File: src/rtl/huff_pair_unpacker.sv
// Big_values pair unpacker: steers codeword bits to a Huffman table decoder, then
// pulls linbits/sign bits from the same serial stream and emits signed (x,y) pairs.
module huff_pair_unpacker #(
  parameter int LINBITS = 0,
  parameter int OUT_W   = 16,
  parameter int CNT_W   = 9
) (
  input  logic                    clk,
  input  logic                    rst,
  input  logic                    start,
  input  logic [CNT_W-1:0]        big_values,
  input  logic                    bit_valid,
  input  logic                    bit_data,
  output logic                    bit_ready,
  output logic                    ht_valid,
  output logic                    ht_data,
  input  logic                    ht_axiov,
  input  logic                    ht_err,
  input  logic [3:0]              ht_x,
  input  logic [3:0]              ht_y,
  output logic                    pair_valid,
  output logic signed [OUT_W-1:0] x_out,
  output logic signed [OUT_W-1:0] y_out,
  output logic                    done,
  output logic                    err
);

  typedef enum logic [3:0] {
    IDLE, CODE, LINX, SIGNX, LINY, SIGNY, EMIT, DONE, ERR
  } state_t;

  localparam int         LIN_W    = (LINBITS > 0) ? LINBITS : 1;
  localparam logic [3:0] LIN_LAST = 4'(LIN_W - 1);

  state_t             state, state_next;
  logic [3:0]         xm, xm_next, ym, ym_next;
  logic [OUT_W-1:0]   xv, xv_next, yv, yv_next;
  logic [LIN_W-1:0]   lin_acc, lin_acc_next, lin_sh;
  logic [3:0]         lin_cnt, lin_cnt_next;
  logic               lin_last;
  logic [OUT_W-1:0]   lin_mag;
  logic [CNT_W-1:0]   cnt, cnt_next, bv_reg, bv_next;

  // Next stage of a pair after finishing stage 'from'; later stages never revisit earlier ones.
  function automatic state_t route(input state_t from, input logic [3:0] mx, input logic [3:0] my);
    if (from == CODE && LINBITS > 0 && mx == 4'd15)
      route = LINX;
    else if ((from == CODE || from == LINX) && mx != 4'd0)
      route = SIGNX;
    else if ((from == CODE || from == LINX || from == SIGNX) && LINBITS > 0 && my == 4'd15)
      route = LINY;
    else if (from != SIGNY && my != 4'd0)
      route = SIGNY;
    else
      route = EMIT;
  endfunction

  assign ht_data = bit_data;

  always_comb begin
    state_next   = state;
    xm_next      = xm;
    ym_next      = ym;
    xv_next      = xv;
    yv_next      = yv;
    lin_acc_next = lin_acc;
    lin_cnt_next = lin_cnt;
    cnt_next     = cnt;
    bv_next      = bv_reg;
    bit_ready    = 1'b0;
    ht_valid     = 1'b0;
    lin_sh       = LIN_W'({lin_acc, bit_data});
    lin_mag      = OUT_W'(4'd15) + OUT_W'(lin_sh);
    lin_last     = (lin_cnt == LIN_LAST);

    case (state)
      IDLE, ERR: begin
        if (start) begin
          bv_next    = big_values;
          cnt_next   = '0;
          state_next = (big_values == '0) ? DONE : CODE;
        end
      end
      CODE: begin
        // Hold the stream while the decoder reports, so it re-arms with no bits taken.
        bit_ready = !ht_axiov && !ht_err;
        ht_valid  = bit_valid && bit_ready;
        if (ht_err) begin
          state_next = ERR;
        end else if (ht_axiov) begin
          xm_next    = ht_x;
          ym_next    = ht_y;
          xv_next    = OUT_W'(ht_x);
          yv_next    = OUT_W'(ht_y);
          state_next = route(CODE, ht_x, ht_y);
        end
      end
      LINX: begin
        bit_ready = 1'b1;
        if (bit_valid) begin
          if (lin_last) begin
            xv_next      = lin_mag;
            lin_acc_next = '0;
            lin_cnt_next = '0;
            state_next   = route(LINX, xm, ym);
          end else begin
            lin_acc_next = lin_sh;
            lin_cnt_next = lin_cnt + 4'd1;
          end
        end
      end
      SIGNX: begin
        bit_ready = 1'b1;
        if (bit_valid) begin
          if (bit_data) xv_next = -xv;
          state_next = route(SIGNX, xm, ym);
        end
      end
      LINY: begin
        bit_ready = 1'b1;
        if (bit_valid) begin
          if (lin_last) begin
            yv_next      = lin_mag;
            lin_acc_next = '0;
            lin_cnt_next = '0;
            state_next   = route(LINY, xm, ym);
          end else begin
            lin_acc_next = lin_sh;
            lin_cnt_next = lin_cnt + 4'd1;
          end
        end
      end
      SIGNY: begin
        bit_ready = 1'b1;
        if (bit_valid) begin
          if (bit_data) yv_next = -yv;
          state_next = route(SIGNY, xm, ym);
        end
      end
      EMIT: begin
        cnt_next   = cnt + CNT_W'(1);
        state_next = (cnt_next == bv_reg) ? DONE : CODE;
      end
      DONE:    state_next = IDLE;
      default: state_next = IDLE;
    endcase
  end

  // Status outputs are registered from the next state so they align with the state itself.
  always_ff @(posedge clk or posedge rst) begin
    if (rst) begin
      state      <= IDLE;
      xm         <= '0;
      ym         <= '0;
      xv         <= '0;
      yv         <= '0;
      lin_acc    <= '0;
      lin_cnt    <= '0;
      cnt        <= '0;
      bv_reg     <= '0;
      pair_valid <= 1'b0;
      done       <= 1'b0;
      err        <= 1'b0;
      x_out      <= '0;
      y_out      <= '0;
    end else begin
      state      <= state_next;
      xm         <= xm_next;
      ym         <= ym_next;
      xv         <= xv_next;
      yv         <= yv_next;
      lin_acc    <= lin_acc_next;
      lin_cnt    <= lin_cnt_next;
      cnt        <= cnt_next;
      bv_reg     <= bv_next;
      pair_valid <= (state_next == EMIT);
      done       <= (state_next == DONE);
      err        <= (state_next == ERR);
      if (state_next == EMIT) begin
        x_out <= xv_next;
        y_out <= yv_next;
      end
    end
  end

endmodule

File: config.mk
export PLATFORM = sky130hd
export DESIGN_NAME = huff_pair_unpacker
export DESIGN_NICKNAME = d
export VERILOG_FILES = /design/src/rtl/huff_pair_unpacker.sv
export SDC_FILE = /design/constraint.sdc
export NUM_CORES = 1
export LEC_CHECK = 0
export ABC_AREA = 1
export CORE_ASPECT_RATIO = 1.2
export CORE_MARGIN = 8
export CORE_UTILIZATION = 30
export CTS_CLUSTER_DIAMETER = 80
export DETAILED_ROUTE_END_ITERATION = 10
export PLACE_DENSITY_LB_ADDON = 0.3
export SLEW_MARGIN = 20
export SYNTH_ARGS = -nofsm -noshare
export SYNTH_HDL_FRONTEND = slang
export SYNTH_SLANG_ARGS = --single-unit
File: constraint.sdc
create_clock -name clk -period 5.9 [get_ports clk]
set_clock_uncertainty 0.05 [all_clocks]
set_input_delay 1.18 -clock clk [delete_from_list [all_inputs] [get_ports clk]]
set_output_delay 1.18 -clock clk [all_outputs]
set_load 0.05 [all_outputs]
==> PnR_summary.wiki, run 1 <==
{| class="wikitable"
! Metric !! Value
|-
| Number of post-CTS setup repair buffers || 0
|-
| Clock latency on the worst-skew pair || around 360 ps
|-
| Arrival time reported for the critical path endpoint || 3150 ps
|-
| RSZ-0062 raised after global routing || no
|-
| Synth Area per Inst || 7.320 sq um
|-
| Clock share of power || about a fifth
|-
| CP endpoint kind || primary output
|-
| Class of the worst hold path || flip-flop to flip-flop
|-
| Diodes inserted || 0
|-
| Relative slew slack || 44.43%
|-
| Total power after layout || 0.003032 W
|-
| Sequential cell area || about 2500 sq um
|-
| Register clock-pin slew on the reported worst setup and hold paths || 70 ps
|-
| Resized Gates After CTS || 0
|-
| Starting density of the core || between 30% and 40%
|-
| Post-synthesis sequential area ratio || 45.43%
|-
| Aggregate global-route resource usage || 13.81%
|-
| Multi-input combinational cell area || 2545 sq um
|-
| Core Rows || 54
|-
| 1st-iter DRT viols || 276
|-
| Worst path depth || 4
|-
| Number of endpoints failing setup at the final stage || 0
|-
| Fillcell total || 1,864
|-
| Synthesized area || 5563 sq um
|-
| Inserted Clock Buffers || 9
|-
| Number of design rule violations left after detail routing || 0
|-
| Most frequent cells in the layout || 221 x sky130_fd_sc_hd__nand2_1, 101 x sky130_fd_sc_hd__dfrtp_1, 97 x sky130_fd_sc_hd__inv_1, 70 x sky130_fd_sc_hd__nand3_1, 61 x sky130_fd_sc_hd__clkdlybuf4s50_1
|-
| Area growth from synthesis to layout || 20.33%
|-
| Net switching share of the total power || between 40% and 50%
|-
| Seq pwr share || roughly 34%
|-
| Synth cell types || 32
|-
| Detailed-routing iteration count for the pre-antenna-repair pass || 4
|-
| Worst Tran Pin Value || about 830 ps
|-
| Cell at the slowest stage of the critical path || sky130_fd_sc_hd__clkdlybuf4s50_1
|-
| Fmax achieved || 228.3 MHz
|-
| Worst Reg2Reg Path Length in Cells || 10
|-
| CTS Hold Buffers Added || 0
|-
| Commonest non-fill, non-tap cell in the layout || sky130_fd_sc_hd__nand2_1
|-
| Max-capacitance violation count || 0
|-
| Routed length per placed instance || between 10 and 15 um
|-
| Number of buffer and inverter instances along the worst setup path || 3
|-
| Gpl congestion || 0.8607
|-
| Hold violation total from the final report || 0
|-
| Min cycle time layout || 4380 ps
|-
| Critical Path Source Type || primary input
|-
| Portion of the clock cycle consumed by the worst path in the final layout || 74.24%
|-
| Number of register bits inferred by synthesis || 101
|-
| Num Clock Sinks || just over 100
|-
| Detail Placement HPWL || 10.85 mm
|-
| Post-layout util || 36.83%
|-
| Post-route antenna net violation count || 0
|-
| Kind of critical path || primary input to primary output
|-
| CP Cell Sequence || clkdlybuf4s50_1 > inv_1 > nor2_1 > clkdlybuf4s50_1
|-
| Vias per cell || 4.843
|-
| Max H-tree Level || 3
|-
| Worst Path Max Fanout || 15
|-
| Aggregate negative setup slack || 0 ps
|-
| Number of antenna violations at the first check in global routing || 0
|-
| Remaining global-route overflow || 0
|-
| Critical Path Max Stage Delay || 820 ps
|-
| Routed Wire Length || approximately 15 mm
|-
| Root buffer cell || sky130_fd_sc_hd__clkbuf_16
|-
| TritonCTS clock tree || yes
|-
| Power density relative to cell area || 453.0 nW/um^2
|-
| Global-route wire length before repair || 25.61 mm
|-
| Power share of the combinational group || between 40 and 50%
|-
| Family with the most delay on the worst path || buffers and inverters
|-
| Cell type contributing the most total cell area after synthesis || sky130_fd_sc_hd__dfrtp_1
|-
| Instance count along the most critical hold path || 2
|-
| Top cells by area, synth || sky130_fd_sc_hd__dfrtp_1 45%, sky130_fd_sc_hd__nand2_1 15%, sky130_fd_sc_hd__inv_1 6.6%
|-
| Leakage || ~3.3 nW
|-
| Layout Nets || ~840
|-
| CP dominant cell by count || sky130_fd_sc_hd__clkdlybuf4s50_1
|-
| Buffer depth of the longest clock path || 2
|-
| IO Port Bufs || 61
|-
| Largest net degree at the start of global routing || between 60 and 70
|-
| DIE AREA || around 23,000 sq um
|-
| Share of cells above drive strength 1 || under 10%
|-
| Die Wd || 140.3 um
|-
| Outcome || completed
|-
| Peak ir drop on the vdd network || 0.0001953 V
|-
| Placeable core area || 18,170 sq um
|-
| Vias in the first global route || 4,991
|-
| Number of pins with negative max-slew slack in the final report || 0
|-
| Ys Warns || 0
|-
| Height of the chip || 165.2 um
|-
| Number of cells in the design after placement || slightly above 1,000
|-
| Cell count after synthesis || 760
|-
| Internal Pwr Total || 0.001653 W
|-
| Post-Syn Nets || a little under 800
|-
| Top-Level Pins || 62
|-
| Vias after detailed routing || slightly above 5,000
|-
| Post-Layout Cell Count || ~1,000
|-
| Net switching power || between 0.001 and 0.0015 W
|-
| Required time of the critical path || 4670 ps
|-
| Share of Yosys cell area claimed by the top area cell type || 45.43%
|}
==> power by group through the flow <==
stage          registers, W  logic, W  clock network, W
6_report            0.00102   0.00137          0.000642
2_1_floorplan       0.00116  0.000847                 0
5_1_grt             0.00105   0.00155          0.000688
3_5_place_dp        0.00103   0.00138                 0
3_3_place_gp        0.00103   0.00137                 0
4_1_cts             0.00102   0.00138          0.000660
==> cell families (layout without fill, tap and decap cells) <==
group           Yosys count  count (layout)  synth area share [%]
compound gates          103             103                 10.12
xor+xnor                  2               2                0.3149
fa+ha+maj                 5               5                 1.125
buf+inv                 125             183                 8.817
flops                   101             101                 45.43
simple gates            424             424                 34.19
==> layer usage <==
layer | global-route usage, % | part of all wire (%) | vias to the layer above
met2 | 23.48 | 49 | 72
li1 | - | - | 2612
met5 | 0 | 0 | -
met1 | 16.96 | 46 | 2350
met3 | 3.279 | 3.8 | 12
met4 | 4.498 | 1.6 | 0
==> worst paths after layout <==
check,from,end,slack (ps)
max,bit_valid,ht_valid,1520
min,y_out[6],y_out[6],420
max reg2reg,state[1],y_out[14],2850
min reg2reg,y_out[6],y_out[6],420
max in group asynchronous,rst,lin_cnt[3],3500
min in group asynchronous,rst,x_out[9],1280
==> tightest hold or removal path, cell delays in order (launching register included) <==
cell and delay (ps):
sky130_fd_sc_hd__dfrtp_1 340, sky130_fd_sc_hd__nand2_1 50, sky130_fd_sc_hd__nand2_1 50
==> synth_stat cells <==
cell / count
sky130_fd_sc_hd__o21ai_0: 59
sky130_fd_sc_hd__inv_2: 3
sky130_fd_sc_hd__o41ai_1: 2
sky130_fd_sc_hd__o21bai_1: 3
sky130_fd_sc_hd__clkbuf_1: 8
sky130_fd_sc_hd__nand2_2: 2
sky130_fd_sc_hd__buf_2: 14
sky130_fd_sc_hd__o21a_1: 2
sky130_fd_sc_hd__o21ai_1: 3
sky130_fd_sc_hd__nor3b_1: 1
sky130_fd_sc_hd__and3_1: 1
sky130_fd_sc_hd__nand3_4: 1
sky130_fd_sc_hd__nand3_2: 1
sky130_fd_sc_hd__nor2_1: 56
sky130_fd_sc_hd__nor2_4: 3
sky130_fd_sc_hd__nand3_1: 70
sky130_fd_sc_hd__clkinv_1: 1
sky130_fd_sc_hd__xnor2_1: 1
sky130_fd_sc_hd__o211ai_1: 9
sky130_fd_sc_hd__o22ai_1: 4
sky130_fd_sc_hd__dfrtp_1: 101
sky130_fd_sc_hd__inv_1: 98
sky130_fd_sc_hd__ha_1: 5
sky130_fd_sc_hd__nor2_2: 3
sky130_fd_sc_hd__nor4_1: 1
sky130_fd_sc_hd__nand3b_1: 4
sky130_fd_sc_hd__a21oi_1: 21
sky130_fd_sc_hd__xor2_1: 1
sky130_fd_sc_hd__nand2_1: 221
sky130_fd_sc_hd__nand4_1: 55
sky130_fd_sc_hd__buf_4: 1
sky130_fd_sc_hd__nor3_1: 5
==> metrics by stage <==
step	hold WS (ps)	instance area (sq um)	worst slack (ps)
final	419.4	6694	1520
after global placement	407.8	6379	1577
after global routing	428.8	6694	1461
after CTS	423.7	6694	1527
after detailed placement	408.7	6379	1524
after floorplan	391.6	5563	2023
==> area by class of cell <==
cell class,instances,area share (%)
inverters,102,5.757
multi-input cells,534,38.02
repair buffers,65,9.570
clock inverters,6,1.290
clock buffers,10,3.421
well taps,224,4.187
flip-flops and latches,101,37.76
Power figures use the tool's default switching activity.
==> run 2: changes to the inputs <==
- clock period: 5.9 -> 3.8 ns (I/O delays scaled with it)
==> run 2 against run 1 <==
Routed wire length up 1.9%. Sequential power up 55%. Die area unchanged. Total power up 54%. Core utilization up 0.12 points. Highest routed layer unchanged.
==> PnR_summary.wiki, run 2 (synthesis results as in run 1) <==
{| class="wikitable"
! Metric !! Value
|-
| Outcome || completed
|-
| Leakage || 3.311 nW (+0.64%)
|-
| Number of cells in the design after placement || 1,032 (+0.58%)
|-
| CP endpoint kind || primary output
|-
| Height of the chip || 165.2 um (unchanged)
|-
| Power density relative to cell area || 694.8 nW/um^2 (+53%)
|-
| Detailed-routing iteration count for the pre-antenna-repair pass || 5 (+1)
|-
| Required time of the critical path || 2990 ps (-1680 ps)
|-
| Beginning of the critical path || state[2]
|-
| Core Rows || 54 (unchanged)
|-
| 1st-iter DRT viols || 364 (+32%)
|-
| Number of endpoints failing setup at the final stage || 0 (unchanged)
|-
| Aggregate global-route resource usage || 13.95% (+0.14 points)
|-
| Portion of the clock cycle consumed by the worst path in the final layout || 84.88%
|-
| Cell at the slowest stage of the critical path || sky130_fd_sc_hd__clkdlybuf4s50_1
|-
| Max H-tree Level || 3 (unchanged)
|-
| Class of the worst hold path || flip-flop to flip-flop
|-
| Vias per cell || 4.910 (+1.4%)
|-
| Number of post-CTS setup repair buffers || 0 (unchanged)
|-
| Top-Level Pins || 62 (unchanged)
|-
| Kind of critical path || flip-flop to primary output
|-
| Number of antenna violations at the first check in global routing || 0 (unchanged)
|-
| TritonCTS clock tree || yes
|-
| Vias in the first global route || 5,170 (+3.6%)
|-
| Area growth from synthesis to layout || 20.72%
|-
| Post-route antenna net violation count || 0 (unchanged)
|-
| Min cycle time layout || roughly 3200 ps
|-
| Peak ir drop on the vdd network || 0.0003345 V (+71%)
|-
| Largest net degree at the start of global routing || 57 (-12%)
|-
| Detail Placement HPWL || 11.33 mm (+4.5%)
|-
| Vias after detailed routing || 5,136 (+1.8%)
|-
| Layout Nets || 848 (+0.71%)
|-
| Startpoint of the tightest hold check path || x_out[12]
|-
| Die Wd || 140.3 um (unchanged)
|-
| Placeable core area || 18,170 sq um (unchanged)
|-
| RSZ-0062 raised after global routing || no
|-
| Diodes inserted || 0 (unchanged)
|-
| Routed Wire Length || 15.37 mm (+1.9%)
|-
| Most frequent cells in the layout || 221 x sky130_fd_sc_hd__nand2_1, 101 x sky130_fd_sc_hd__dfrtp_1, 97 x sky130_fd_sc_hd__inv_1, 70 x sky130_fd_sc_hd__nand3_1, 60 x sky130_fd_sc_hd__clkdlybuf4s50_1
|-
| Number of pins with negative max-slew slack in the final report || 0 (unchanged)
|-
| Buffer depth of the longest clock path || 2 (unchanged)
|-
| Post-Layout Cell Count || 1,046 (+0.38%)
|-
| Setup slack of the worst register-to-register path || 1040 ps (-1810 ps)
|-
| Critical Path Source Type || flip-flop
|-
| Resized Gates After CTS || 0 (unchanged)
|-
| Starting density of the core || 30.61% (unchanged)
|-
| DP Area || 6434 sq um (+0.86%)
|-
| Non-Filler Cell Area, Final || 6715 sq um (+0.32%)
|-
| Hold violation total from the final report || 0 (unchanged)
|-
| Capturing instance or port of the critical path || bit_ready
|-
| Number of design rule violations left after detail routing || 0 (unchanged)
|-
| Final hold slack || 420.8 ps (+1.400 ps)
|-
| DIE AREA || 23,170 sq um (unchanged)
|-
| Fmax achieved || 310.0 MHz
|-
| Remaining global-route overflow || 0 (unchanged)
|-
| Critical Path Max Stage Delay || 810 ps (about the same)
|-
| Inserted Clock Buffers || 9 (unchanged)
|-
| Worst Reg2Reg Path Length in Cells || 10 (unchanged)
|-
| Share of cells above drive strength 1 || 4.501% (+0.47 points)
|-
| Post-layout util || 36.95% (+0.12 points)
|-
| CTS Hold Buffers Added || 0 (unchanged)
|-
| Routed length per placed instance || 14.70 um (+1.5%)
|-
| Register clock-pin slew on the reported worst setup and hold paths || 70 ps (about the same)
|-
| R2r endpoint || y_out[1]
|-
| IO Port Bufs || 61 (unchanged)
|-
| Aggregate negative setup slack || 0 ps (unchanged)
|-
| Num Clock Sinks || 101 (unchanged)
|-
| Relative slew slack || 59.26% (+15 points)
|-
| Gpl congestion || 0.8620 (+0.15%)
|-
| Global-route wire length before repair || 25.75 mm (+0.54%)
|-
| Worst Tran Pin Value || 611.1 ps (-221.5 ps)
|-
| Max-capacitance violation count || 0 (unchanged)
|-
| Arrival time reported for the critical path endpoint || 2420 ps (-730 ps)
|-
| Commonest non-fill, non-tap cell in the layout || sky130_fd_sc_hd__nand2_1
|-
| Worst Path Max Fanout || 6 (-9)
|-
| Launch instance of the worst register-to-register path || state[2]
|-
| Root buffer cell || sky130_fd_sc_hd__clkbuf_16
|-
| CP Cell Sequence || nor2_1 > nand2_1 > nor3_1 > inv_1 > nand4_1 > clkdlybuf4s50_1
|-
| Clock latency on the worst-skew pair || 360 ps (about the same)
|}
-- run 2: changes by cell type in the layout (fill, tap and decap cells not counted), sizes merged --
cell and change:
clkinv -1, inv -1, clkbuf +2, clkdlybuf4s50 -1
buf +7, clkinvlp -1, bufinv -1
-- run 2: where the power goes --
| group | leakage (nW) | internal [W] | switching (W) |
|---|---|---|---|
| sequential | 1.35 | 0.00137 | 0.000211 |
| combinational | 1.82 | 0.000639 | 0.00152 |
| clock | 0.139 | 0.000521 | 0.000401 |
-- run 2: area by class of cell --
class | count | area (sq um)
inverter | 102 | 385.4
tap | 224 | 280.3
sequential | 101 | 2527
timing repair buffer | 71 | 695.7
clock inverter | 2 | 35.03
clock buffer | 12 | 246.5
fill | 1922 | 11460
multi-input combinational | 534 | 2545
-- run 2: worst min-delay path by stage --
stage                 end  slack [ps]  depth (start not counted)
2_1_floorplan  lin_cnt[3]         390                          1
3_3_place_gp    y_out[12]         410                          2
3_5_place_dp    y_out[12]         410                          2
4_1_cts         y_out[12]         420                          2
5_1_grt         y_out[12]         440                          2
6_report        x_out[12]         420                          2
-- run 2: worst max-delay path, delay by kind of cell, from the launching register on --
| family | cells | cell delay (ps) |
|---|---|---|
| buf+inv | 2 | 900 |
| flops | 1 | 440 |
| simple gates | 4 | 710 |
-- run 2: through the flow --
| stage | setup WS [ps] | total power (W) |
|---|---|---|
| after CTS | 554.1 | 0.004713 |
| after global routing | 440.0 | 0.005047 |
| final | 574.7 | 0.004666 |
| after floorplan | 342.9 | 0.003112 |
| after detailed placement | 581.1 | 0.003768 |
| after global placement | 575.2 | 0.003750 |
-- run 2: metal layers --
layer | vias up | wire, um | global-route usage, %
met5 | - | 0 | 0
met4 | 0 | 382 | 6.574
met3 | 24 | 675 | 2.732
met2 | 104 | 7567 | 24.14
met1 | 2384 | 6748 | 16.43
li1 | 2624 | - | -
==> run 3: changes to the inputs <==
- clock period: 3.8 -> 3.3 ns (I/O delays scaled with it)
==> run 3 against run 2 <==
Design area rose by 1.2%. Critical path depth is 4 lower. Largest power group unchanged. Combinational power rose by 16%. Register-to-register slack got worse by 290 ps. Cell count up 0.57%.
==> PnR_summary.wiki, run 3 (synthesis results as in run 1) <==
{| class="wikitable"
! Metric !! Value
|-
| Total power after layout || 0.005498 W (+18%)
|-
| Routed length per placed instance || 14.63 um (-0.45%)
|-
| Aggregate global-route resource usage || 13.96% (about the same)
|-
| Worst Tran Pin Value || 535.3 ps (-75.87 ps)
|-
| Most frequent cells in the layout || 221 x sky130_fd_sc_hd__nand2_1, 101 x sky130_fd_sc_hd__dfrtp_1, 97 x sky130_fd_sc_hd__inv_1, 70 x sky130_fd_sc_hd__nand3_1
|-
| Inserted Clock Buffers || 9 (unchanged)
|-
| DIE AREA || 23,170 sq um (unchanged)
|-
| Net switching power || 0.002495 W (+17%)
|-
| Worst setup timing slack at the placement stage || 412.4 ps (-168.7 ps)
|-
| CP Cell Sequence || clkdlybuf4s50_1 > clkdlybuf4s50_1
|-
| Global-route wire length before repair || 25.96 mm (+0.83%)
|-
| Post-route antenna net violation count || 0 (unchanged)
|-
| CP dominant cell by count || sky130_fd_sc_hd__clkdlybuf4s50_1
|-
| Worst Path Max Fanout || 4 (-2)
|-
| Height of the chip || 165.2 um (unchanged)
|-
| Min cycle time layout || 2753 ps
|-
| Kind of critical path || primary input to primary output
|-
| Critical Path Source Type || primary input
|-
| Met2 Resource Use GR || 23.81% (-0.33 points)
|-
| Worst Reg2Reg Path Length in Cells || 11 (+1)
|-
| Non-Filler Cell Area, Final || 6798 sq um (+1.2%)
|-
| R2r endpoint || y_out[15]
|-
| Relative slew slack || 63.94% (+4.7 points)
|-
| Vias after detailed routing || 5,219 (+1.6%)
|-
| Cell at the slowest stage of the critical path || sky130_fd_sc_hd__clkdlybuf4s50_1
|-
| TritonCTS clock tree || yes
|-
| Clock latency on the worst-skew pair || 350 ps (about the same)
|-
| Required time of the critical path || 2590 ps (-400 ps)
|-
| Gpl congestion || 0.8745 (+1.5%)
|-
| Largest net degree at the start of global routing || 102 (+79%)
|-
| Vias in the first global route || 5,265 (+1.8%)
|-
| CTS Hold Buffers Added || 0 (unchanged)
|-
| Root buffer cell || sky130_fd_sc_hd__clkbuf_16
|-
| Worst hold path endpoint || y_out[3]
|-
| Resized Gates After CTS || 0 (unchanged)
|-
| Arrival time reported for the critical path endpoint || 2040 ps (-380 ps)
|-
| Fmax achieved || 363.2 MHz
|-
| Power density relative to cell area || 808.8 nW/um^2 (+16%)
|-
| Area growth from synthesis to layout || 22.20%
|-
| Instance count along the most critical hold path || 2 (unchanged)
|-
| Vias per cell || 4.961 (+1.0%)
|-
| Max H-tree Level || 3 (unchanged)
|-
| Number of post-CTS setup repair buffers || 0 (unchanged)
|-
| Number of antenna violations at the first check in global routing || 0 (unchanged)
|-
| Seq pwr share || 33.2% (-0.7 points)
|-
| Global-route met3 utilization || 2.215% (-0.52 points)
|-
| Internal Pwr Total || 0.003003 W (+19%)
|-
| Routed Wire Length || 15.39 mm (+0.12%)
|-
| Final Worst Setup Slack || 546.7 ps (-27.93 ps)
|-
| Startpoint of the tightest hold check path || y_out[3]
|-
| Remaining global-route overflow || 0 (unchanged)
|-
| Detailed-routing iteration count for the pre-antenna-repair pass || 7 (+2)
|-
| Setup slack of the worst register-to-register path || 750 ps (-290 ps)
|-
| RSZ-0062 raised after global routing || no
|-
| Family with the most delay on the worst path || buffers and inverters
|-
| CP endpoint kind || primary output
|-
| Number of pins with negative max-slew slack in the final report || 0 (unchanged)
|-
| Leakage || 3.345 nW (+1.0%)
|-
| Portion of the clock cycle consumed by the worst path in the final layout || 83.43%
|-
| Share of cells above drive strength 1 || 5.556% (+1.1 points)
|-
| Max-capacitance violation count || 0 (unchanged)
|-
| Diodes inserted || 0 (unchanged)
|-
| Number of cells in the design after placement || 1,036 (+0.39%)
|-
| Net switching share of the total power || 45.38% (-0.36 points)
|-
| Critical Path Max Stage Delay || 830 ps (+20 ps)
|-
| Core Rows || 54 (unchanged)
|-
| Class of the worst hold path || flip-flop to flip-flop
|-
| Number of endpoints failing setup at the final stage || 0 (unchanged)
|-
| Outcome || completed
|-
| Number of design rule violations left after detail routing || 0 (unchanged)
|-
| 1st-iter DRT viols || 292 (-20%)
|-
| Most congested layer reported by global routing || met2
|-
| Aggregate negative setup slack || 0 ps (unchanged)
|-
| Register clock-pin slew on the reported worst setup and hold paths || 70 ps (about the same)
|-
| Placeable core area || 18,170 sq um (unchanged)
|-
| Hold violation total from the final report || 0 (unchanged)
|-
| Beginning of the critical path || bit_data
|-
| Post-Layout Cell Count || 1,052 (+0.57%)
|-
| Fillcell total || 1,889 (-1.7%)
|-
| DP Area || 6475 sq um (+0.64%)
|-
| Top-Level Pins || 62 (unchanged)
|-
| Buffer depth of the longest clock path || 2 (unchanged)
|-
| Peak ir drop on the vdd network || 0.0003509 V (+4.9%)
|-
| Clock share of power || 21.2% (+1.4 points)
|-
| Layout Nets || 852 (+0.47%)
|-
| Detail Placement HPWL || 11.16 mm (-1.5%)
|-
| Number of buffer and inverter instances along the worst setup path || 2 (unchanged)
|-
| Met1 track demand over resource in global routing || 16.32% (-0.11 points)
|-
| Commonest non-fill, non-tap cell in the layout || sky130_fd_sc_hd__nand2_1
|-
| IO Port Bufs || 61 (unchanged)
|-
| Starting density of the core || 30.61% (unchanged)
|-
| Power share of the combinational group || 45.6% (-0.7 points)
|-
| Launch instance of the worst register-to-register path || state[2]
|-
| Num Clock Sinks || 101 (unchanged)
|-
| Worst path depth || 2 (-4)
|-
| Die Wd || 140.3 um (unchanged)
|}
==> run 3: cell types whose count changed in the layout (fill, tap and decap cells not counted), sizes merged <==
| cell | previous run | this run |
|---|---|---|
| buf | 11 | 16 |
| clkbuf | 12 | 9 |
| clkinvlp | 0 | 3 |
| bufinv | 1 | 2 |
| clkdlybuf4s50 | 60 | 59 |
| clkinv | 2 | 3 |
==> run 3: power groups by stage <==
stage	Clock (W)	Sequential, W	Combinational, W
6_report	0.00116	0.00182	0.00251
5_1_grt	0.00124	0.00188	0.00282
4_1_cts	0.00120	0.00182	0.00253
3_5_place_dp	0	0.00184	0.00252
3_3_place_gp	0	0.00184	0.00249
2_1_floorplan	0	0.00207	0.00151
==> run 3: worst reg2reg max path, delay by kind of cell (launching register included) <==
family	cells	cell delay [ps]
buf+inv	2	520
flops	1	450
simple gates	9	1420
==> run 3: final cells by class <==
| class | count | area (sq um) | area share, % |
|---|---|---|---|
| Timing Repair Buffer | 75 | 735.7 | 10.82 |
| Inverter | 102 | 386.6 | 5.687 |
| Tap cell | 224 | 280.3 | 4.123 |
| Sequential cell | 101 | 2527 | 37.18 |
| Clock inverter | 7 | 97.59 | 1.436 |
| Multi-Input combinational cell | 534 | 2545 | 37.44 |
| Clock buffer | 9 | 225.2 | 3.313 |
==> run 3: metal layers <==
layer	vias to the layer above	wire (um)
li1	2636	-
met1	2452	6766
met2	99	7408
met3	32	615
met4	0	601
met5	-	0
==> run 3: how the worst max path moves through the flow <==
stage | endpoint | slack (ps)
floorplan | ht_valid | 950
global placement | y_out[2] | 460
detailed placement | x_out[3] | 410
CTS | ht_data | 540
global route | y_out[8] | 420
finish | ht_data | 550
==> run 3: stage by stage <==
stage	hold WS, ps	util (%)
6_report	422.9	37.40
5_1_grt	442.3	37.40
4_1_cts	424.4	37.40
3_5_place_dp	407.7	35.63
3_3_place_gp	406.9	35.63
2_1_floorplan	391.6	-
